==> src/rtl/prog_loader.sv <==
// Switch-panel program loader: debounces a push button and writes (or verifies)
// slide-switch words into a small program memory that the CPU fetches from.
module prog_loader #(
  parameter int DATA_W   = 8,
  parameter int ADDR_W   = 5,
  parameter int DEBOUNCE = 4
) (
  input  logic              clock,
  input  logic              reset,
  input  logic              prog_mode,
  input  logic              prog_btn_n,
  input  logic [DATA_W-1:0] prog_data,
  input  logic              verify,
  input  logic [ADDR_W-1:0] rd_addr,
  output logic [DATA_W-1:0] rd_data,
  output logic [ADDR_W-1:0] wr_addr,
  output logic [ADDR_W:0]   prog_count,
  output logic              full,
  output logic              mismatch,
  output logic              busy
);

  localparam int DEPTH = 1 << ADDR_W;
  localparam logic [7:0] DEB_LAST = 8'(DEBOUNCE - 1);

  typedef enum logic [1:0] {IDLE, DEB_PRESS, ACT, DEB_REL} state_e;

  state_e              state_q, state_d;
  logic [7:0]          debCnt_q, debCnt_d;
  logic                syncA_q, btnS_q;
  logic                modePrev_q;
  logic [ADDR_W-1:0]   wrAddr_q;
  logic [ADDR_W:0]     progCount_q;
  logic                full_q, mismatch_q;
  logic [DATA_W-1:0]   rdData_q;
  logic [DATA_W-1:0]   mem [DEPTH];
  logic                doAct, modeRise;

  // Synchronizer idles at 1 so reset looks like a released button.
  always_ff @(posedge clock) begin
    if (reset) begin
      syncA_q    <= 1'b1;
      btnS_q     <= 1'b1;
      modePrev_q <= 1'b0;
    end else begin
      syncA_q    <= prog_btn_n;
      btnS_q     <= syncA_q;
      modePrev_q <= prog_mode;
    end
  end

  always_ff @(posedge clock) begin
    if (reset) begin
      state_q  <= IDLE;
      debCnt_q <= '0;
    end else begin
      state_q  <= state_d;
      debCnt_q <= debCnt_d;
    end
  end

  always_comb begin
    state_d  = state_q;
    debCnt_d = debCnt_q;
    if (!prog_mode) begin
      state_d  = IDLE;
      debCnt_d = '0;
    end else begin
      unique case (state_q)
        IDLE: begin
          if (!btnS_q) begin
            state_d  = DEB_PRESS;
            debCnt_d = '0;
          end
        end
        DEB_PRESS: begin
          if (btnS_q)                   state_d  = IDLE;
          else if (debCnt_q == DEB_LAST) state_d  = ACT;
          else                          debCnt_d = debCnt_q + 8'd1;
        end
        ACT: begin
          state_d  = DEB_REL;
          debCnt_d = '0;
        end
        DEB_REL: begin
          // Any bounce low during release restarts the quiet-time count.
          if (!btnS_q)                   debCnt_d = '0;
          else if (debCnt_q == DEB_LAST) state_d  = IDLE;
          else                           debCnt_d = debCnt_q + 8'd1;
        end
        default: state_d = IDLE;
      endcase
    end
  end

  assign doAct    = (state_q == ACT) && prog_mode && !full_q;
  assign modeRise = prog_mode && !modePrev_q;

  always_ff @(posedge clock) begin
    if (reset) begin
      wrAddr_q    <= '0;
      progCount_q <= '0;
      full_q      <= 1'b0;
      mismatch_q  <= 1'b0;
      rdData_q    <= '0;
    end else begin
      rdData_q <= mem[rd_addr];
      if (modeRise) begin
        wrAddr_q    <= '0;
        progCount_q <= '0;
        full_q      <= 1'b0;
        mismatch_q  <= 1'b0;
      end else if (doAct) begin
        if (verify && (mem[wrAddr_q] != prog_data)) mismatch_q <= 1'b1;
        wrAddr_q    <= wrAddr_q + 1'b1;
        progCount_q <= progCount_q + 1'b1;
        if (wrAddr_q == {ADDR_W{1'b1}}) full_q <= 1'b1;
      end
    end
  end

  // Memory has no reset so a loaded program survives a CPU reset.
  always_ff @(posedge clock) begin
    if (doAct && !verify && !reset) mem[wrAddr_q] <= prog_data;
  end

  assign rd_data    = rdData_q;
  assign wr_addr    = wrAddr_q;
  assign prog_count = progCount_q;
  assign full       = full_q;
  assign mismatch   = mismatch_q;
  assign busy       = (state_q != IDLE);

endmodule

==> config.mk <==
export PLATFORM = sky130hd
export DESIGN_NAME = prog_loader
export DESIGN_NICKNAME = d
export VERILOG_FILES = /design/src/rtl/prog_loader.sv
export SDC_FILE = /design/constraint.sdc
export NUM_CORES = 1
export LEC_CHECK = 0
export CAP_MARGIN = 30
export CORE_MARGIN = 3
export CORE_UTILIZATION = 55
export CTS_BUF_LIST = sky130_fd_sc_hd__clkbuf_2 sky130_fd_sc_hd__clkbuf_4 sky130_fd_sc_hd__clkbuf_8
export CTS_CLUSTER_SIZE = 28
export DETAILED_ROUTE_END_ITERATION = 6
export PLACE_DENSITY = 0.72
export RECOVER_POWER = 50
export SYNTH_ARGS = -nofsm -noshare
export SYNTH_HDL_FRONTEND = slang
export SYNTH_SLANG_ARGS = --single-unit
==> constraint.sdc <==
create_clock -name clock -period 3.1 [get_ports clock]
set_input_delay 0.62 -clock clock [delete_from_list [all_inputs] [get_ports clock]]
set_output_delay 0.62 -clock clock [all_outputs]
set_load 0.01 [all_outputs]
* Word level (Yosys, flattened, before mapping) *
Memory sizes are Yosys's and may differ from the RTL's. A register that Yosys moved wholly into a read port is not among the register bits.
Cells that the tools add are included.

cells by class
  equal/unequal tests = 11
  mux-type cells = 15
  shifts and indexed selects = 0
  div/mod/pow operators = 0
  bitwise operators = 1
  add/sub/neg operators = 3
  magnitude comparators = 0
  multipliers = 0
  reduce and logical (&&, ||, !) cells = 18

operators by type and width
  cell                   count
  $mux W8                4
  $pmux W8 S4            1
  $mux W2                5
  $mux W5                2
  $add A8 B1 Y8 const B  1
  $eq A8 B2 Y1 const B   1
  $ne A2 B2 Y1 const B   4
  $ne A8 B8 Y1           1
  $pmux W2 S4            1
  $add A6 B1 Y6 const B  1
  $logic_and A1 B1 Y1    6
  $reduce_and A2 Y1      3
  $add A5 B1 Y5 const B  1
  $eq A5 B5 Y1 const B   1
  $eq A2 B2 Y1 const B   2
  $logic_not A1 Y1       4
  $reduce_and A4 Y1      1
  $reduce_or A2 Y1       2
  $ne A3 B3 Y1 const B   1
  $eq A2 B1 Y1 const B   1
  $logic_not A2 Y1       1
  $mux W1                2
  $reduce_bool A2 Y1     1
  $not A1 Y1             1

storage, ports and cells
  memories = 1
  memory bits (read-only) = 0
  latch bits = 0
  logic and storage cells = 58
  bits of input ports = 18
  RAM bits = 256
  output and inout bits = 22
  flip-flop bits (word level) = 26

memories
  name  depth  width  rd ports  clocked after Yosys merged registers in  write ports  RTL line  text
  mem   32     8      2         2                                        1            36        logic [DATA_W-1:0] mem [DEPTH];

* Logic depth before layout (Yosys ltp) *
  word-level depth = 7
  gate-level depth with buffers = 11
  mapped depth without buffers = 7

* Worst setup path before layout *
No wires, ideal clock.

  path kind = input to register
  from = input port rd_addr[0]
  to = register rdData_q[3], in the netlist rd_data[3], read port of mem
  path slack = 0.420 ns
  required time = 2.974 ns
  arrival time = 2.554 ns
  cell stages on the path = 6
  library setup time = 0.126 ns
  cell sequence = buf_2 buf_1 mux4_2 mux4_2 mux2i_1 nor2_1

RTL lines
  item             RTL line  text
  start, declared  14        input logic [ADDR_W-1:0] rd_addr,
  end, declared    35        logic [DATA_W-1:0] rdData_q;

==> out/qor.yml <==
fin_nets: 886
placed_cell_area_sq_um: 14700
ir_drop_uv: 253
violations: "max-capacitance violations, max-slew violations"
cts_resized: 0
leakage_nw: 4.97
setup_tns_ns: 0
min_period_over_period: 0.952
rsz0062_at_grt: "no"
core_area_sq_um: 23900
status: "complete, but fails checks"
ys.flop_type: "edfxtp_1"
first_iter_violations: 1063
regArea_sq_um: 8470
hp-class: "reg2reg"
syn2layout_area_growth_pct: 14.8
worstPathRequired_ns: 3.52
wl_mm: 34.5
dp_hpwl_mm: 23.7
max_cap_viol_count: 4
fin_hold_ws_ns: 0.413
start_util: 0.569
wire_per_inst_um: 28.4
multi_input_area_sq_um: 4860
grt_pass1_wl_mm: 51.6
cts_tree: "yes"
clock_skew_ns: 0.0209
ys_async_sr_fraction: 0
grt_antenna_before_repair: 0
die_y_um: 163
final_cells: 1216
dp_cells: 1131
final_max_slew_viol_count: 132
via_count: 8019
ant_nets: 0
finalSetupViolations: 0
synth_edf_count: 256
dieArea_sq_um: 26700
fmax_ghz: 0.339
crit_fanout: 20
ys_ff_latch: 295
critPathCaptureType: "register"
die_w_um: 163
ys_types: 53
first_global_vias: 8086
hold_violations: 0
grt-ovfl-total: 0
netlist_area_sq_um: 13600
cts_buffer_depth: 3
post_cts_buffers: 0
fill_cells: 1616
setup_slack_ns: 0.147
crit_path_start_kind: "register"
cp.arrival_ns: 3.37
tightest_slew_ns: 1.63
vias_per_cell: 6.59
final_cell_mix: "256 x edfxtp_1, 135 x mux4_2, 68 x nor2_1"
synthCells: 757
post-route-util: 0.653
layout-drive-gt1-share: 0.324
cts.sinks: 295
layout_commonest_cell: "edfxtp_1"
grt_max_degree: 49
seq_area_frac_synth: 0.623
drc: 0
cts_buffers: 47
grtUsageTotal: 0.268
period_minus_slack_ns: 2.95
ys_warn_count: 0
io_buffers: 39
hold_buffers: 0
clock_latency_ns: 0.55
rows: 56
antenna_cells: 0
cts.clk_slew.worst_paths_ns: 0.06
dp_slack_ns: 0.232
drtPass1Iterations: 5
postLayoutCellArea_sq_um: 15600
cts-root-buf: "clkbuf_8"
path_class: "reg2reg"
syn-num-nets: 782
r2r_slack_ns: 0.15
max_slew_margin: -0.0843
boundaryPins: 40
cts_htree_levels: 2
power.total_mw: 8.00
powerDensity_nw_per_um2: 512
place.gp.congestion: 0.962
avgSynthCellArea_sq_um: 18.0
[path summary, 6_finish.rpt]
path                                from  cells after the start       end
worst max-delay path            register                      8  mismatch
worst min-delay path             syncA_q                      1    btnS_q
worst max register to register  register                      8  mismatch
worst min register to register   syncA_q                      1    btnS_q
[power by group]
part | leakage (nW) | switching [mW] | internal (mW) | total, mW
logic | 1.84 | 0.211 | 0.159 | 0.370
clock network | 0.518 | 1.43 | 1.87 | 3.30
registers | 2.62 | 0.00398 | 4.32 | 4.33
[flip-flops by register name (all words and copies together) (netlist names), named ones only]
| register | cells |
|---|---|
| btnS_q | 1 |
| debCnt_q | 8 |
| full | 1 |
| mem | 256 |
| mismatch | 1 |
| modePrev_q | 1 |
| prog_count | 6 |
| rd_data | 8 |
| state_q | 1 |
| syncA_q | 1 |
| wr_addr | 5 |
[cell type report]
cell class / instances / share of cell area
multi-input cells: 404 / 0.312
flip-flops and latches: 295 / 0.543
inverters: 7 / 0.00168
repair buffers: 106 / 0.0568
clock inverters: 9 / 0.00248
well taps: 319 / 0.0256
clock buffers: 76 / 0.0590
[critical path, stage by stage (launching register included)]
cell and delay (ns):
dfxtp_4 0.60, buf_4 0.31, mux4_2 0.53, mux2i_1 0.24, o22a_1 0.29, nand3_1 0.11
xnor2_1 0.35, nand2_1 0.10, o31a_1 0.29
[cell usage after synthesis, drive strengths merged, types with 2 or more instances]
master,n,area share
and2,2,0.00092
nand2,19,0.0052
nand3,4,0.0015
and3b,2,0.0013
nand2b,6,0.0028
a22o,2,0.0013
mux4,137,0.23
nand3b,4,0.0022
o211ai,3,0.0017
mux2i,36,0.026
a22oi,2,0.0011
inv,7,0.0019
o2111ai,4,0.0026
maj3,2,0.0015
a221oi,2,0.0013
nor2,68,0.019
xor2,7,0.0045
xnor2,8,0.0052
a21o,2,0.0011
o21ai,8,0.0029
mux2,9,0.0075
and3,7,0.0032
dfxtp,39,0.057
ha,7,0.0064
nor3b,9,0.0050
a21oi,16,0.0059
edfxtp,256,0.57
or3,2,0.00092
o22ai,7,0.0032
or2,4,0.0018
nor2b,6,0.0028
buf,31,0.012
clkbuf,20,0.0055
nand4,3,0.0014
or3b,2,0.0013
[cells by family after synthesis]
kind of cell    synth area share
flops                      0.623
compound gates            0.0272
xor+xnor                 0.00966
buf+inv                   0.0198
fa+ha+maj                0.00791
simple gates              0.0515
mux                        0.261
[metal layers]
layer  global-route usage  part of all wire  wire, um  up-vias
li1                     -                 -         -     3328
met1                0.386              0.38     13200     4122
met2                0.413              0.47     16200      500
met3               0.0664              0.11      3950       69
met4               0.0804             0.032      1100        0
met5                    0                 0         0        -
Note: power is estimated with default switching activity, not from simulation.
==> RTL change (same settings) <==
Set the parameter `DATA_W` to 10 (it was 8).
--- a/src/rtl/prog_loader.sv
+++ b/src/rtl/prog_loader.sv
@@ -2,5 +2,5 @@
 // slide-switch words into a small program memory that the CPU fetches from.
 module prog_loader #(
-  parameter int DATA_W   = 8,
+  parameter int DATA_W   = 10,
   parameter int ADDR_W   = 5,
   parameter int DEBOUNCE = 4
Interface: changed (resized prog_data and rd_data); port bits go from 40 to 44. No check against the original RTL was run, so the function may have changed too.
==> RTL change against the unedited design <==
  * First-iteration DRC count increased by 44%
  * Worst setup slack got worse by 0.022 ns
  * Sequential cell count is 66 higher
  * Synthesized area grew 24%
  * Power up 30%
  * Highest routed layer is now met5
  * Routed wire length is 35% higher
  * Cell area rose by 24%
  * Synthesized cell count is 25% higher
  * Largest cell class unchanged
  * The flow still finishes with violations (capacitance limit, slew limit)
==> RTL change: results (changes against the unedited design) <==
Finish
  • Bufs w/o clock: 129 (+22%)
  • Inverters: 12 (+5)
  • Fin nets: 1102 (+24%)
  • Area of the multi-input gates: 0.00603 mm2 (+24%)
  • Fin cells: 1513 (+24%)
  • Clk_buf instances: 74 (-2.6%)
  • Ratio of cells with drive above 1 in the final layout: 30.0% (-2.4 points)
  • NonClk Buf Share: 5.49% (-0.19 points)
  • Reg area: 0.0104 mm2 (+23%)
  • Seq/total area: 53.8% (-0.49 points)
  • Fill cell count: 2092 (+29%)
  • Max reg flops: 320 (+25%)
  • Multi-Input Combinational: 513 (+27%)
  • Clk cell area share: 6.91% (+0.76 points)

Timing
  • Fin. Hold Viols: 0 (unchanged)
  • Rel. slew slack: -20.9% (-12 points)
  • Final slew viol count: 134 (+1.5%)
  • Clk_skew: 0.0364 ns (+0.0155 ns)

Placed design
  • IO Port Bufs: 43 (+10%)
  • Placer Congestion: 0.957 (-0.56%)
  • DP Cell Count: 1405 (+24%)
  • Pre-CTS worst setup slack: 0.231 ns (-0.00141 ns)
  • Dpl hpwl: 32.5 mm (+38%)
  • Placed Area: 0.0182 mm2 (+23%)

Setup path
  • Worst path top cell family by delay: simple AND/OR/NAND/NOR gates
  • Highest-delay cell along the critical path: nor2b_1
  • CP max FO: 16 (-20%)
  • Worst Path Arrival: 3.47 ns (+0.10 ns)
  • CP peak stage delay: 0.91 ns (+0.31 ns)

Yosys
  • Post-synthesis xor/xnor area fraction: 0.727% (-0.24 points)
  • EDFF count, synth: 320 (+25%)
  • Post-synthesis sequential area ratio: 61.9% (-0.39 points)
  • Syn Area/Cell: 17.8 um2 (-1.1%)
  • Compound-Gate Fraction of Synth Area: 3.59% (+0.87 points)
  • Adder-cell share of the synthesized area: 0.638% (-0.15 points)
  • Multiplexer share of the synthesized area: 25.6% (-0.51 points)
  • Synth async-reset ratio: 0% (unchanged)
  • Net Count, Synth: 976 (+25%)

CTS
  • Post-CTS Setup Bufs: 0 (unchanged)
  • Clock slew at the register clock pins of the worst setup and hold paths: 0.08 ns (+0.02 ns)
  • Worst-skew pair later-pin latency: 0.61 ns (+0.06 ns)
  • Num CTS Buffers: 58 (+23%)

Detailed routing
  • Iteration-0 DRC Markers: 1528 (+44%)
  • Pre-antenna DRT Iters: 6 (+1)
  • Via density: 6.74 (+2.3%)
  • Final wirelength: 46.4 mm (+35%)

Global route
  • Gr usage total: 28.6% (+1.8 points)
  • First-pass GRT wire length: 68.4 mm (+33%)
  • Largest net degree at the start of global routing: 34 (-31%)
  • GR Util met3: 10.5% (+3.9 points)
  • Met1 Use GR: 42.1% (+3.5 points)
  • Vias in the first global route: 10000 (+24%)

Run status
  • Outcome: finished, violations left
  • Failing checks: capacitance limit, slew limit

Flow run
  • Max Cap Viol: 4 (unchanged)

Power and ir drop
  • Net Sw Frac: 20.9% (+0.30 points)
  • Leak: 6.27 nW (+26%)
  • Peak supply drop: 422 uV (+67%)
[RTL change: layer usage]
layer,vias up,share of wire [%]
met2,763,43
li1,4194,-
met5,-,0.054
met3,102,14
met1,5141,39
met4,4,3.5
[RTL change: logic make-up after synthesis]
kind of cell | after synthesis
AO/OA/AOI/OAI | 89
buffers and inverters | 75
adder cells (fa/ha/maj) | 9
flip-flops | 361
AND/OR/NAND/NOR | 173
multiplexers | 228
XOR/XNOR | 14
[RTL change: power groups by stage]
stage	registers [mW]	clock network (mW)	logic (mW)
floorplan	5.42	0	0.235
global placement	5.41	0	0.492
detailed placement	5.41	0	0.497
CTS	5.30	4.67	0.498
global route	5.30	4.94	0.505
finish	5.31	4.63	0.483
[RTL change: path summary, 6_finish.rpt]
path / from / to / slack, ns / cells after the start
max reg2reg: flop / mismatch / 0.13 / 7
min reg2reg: syncA_q / btnS_q / 0.41 / 1
min: syncA_q / btnS_q / 0.41 / 1
max: flop / mismatch / 0.13 / 7
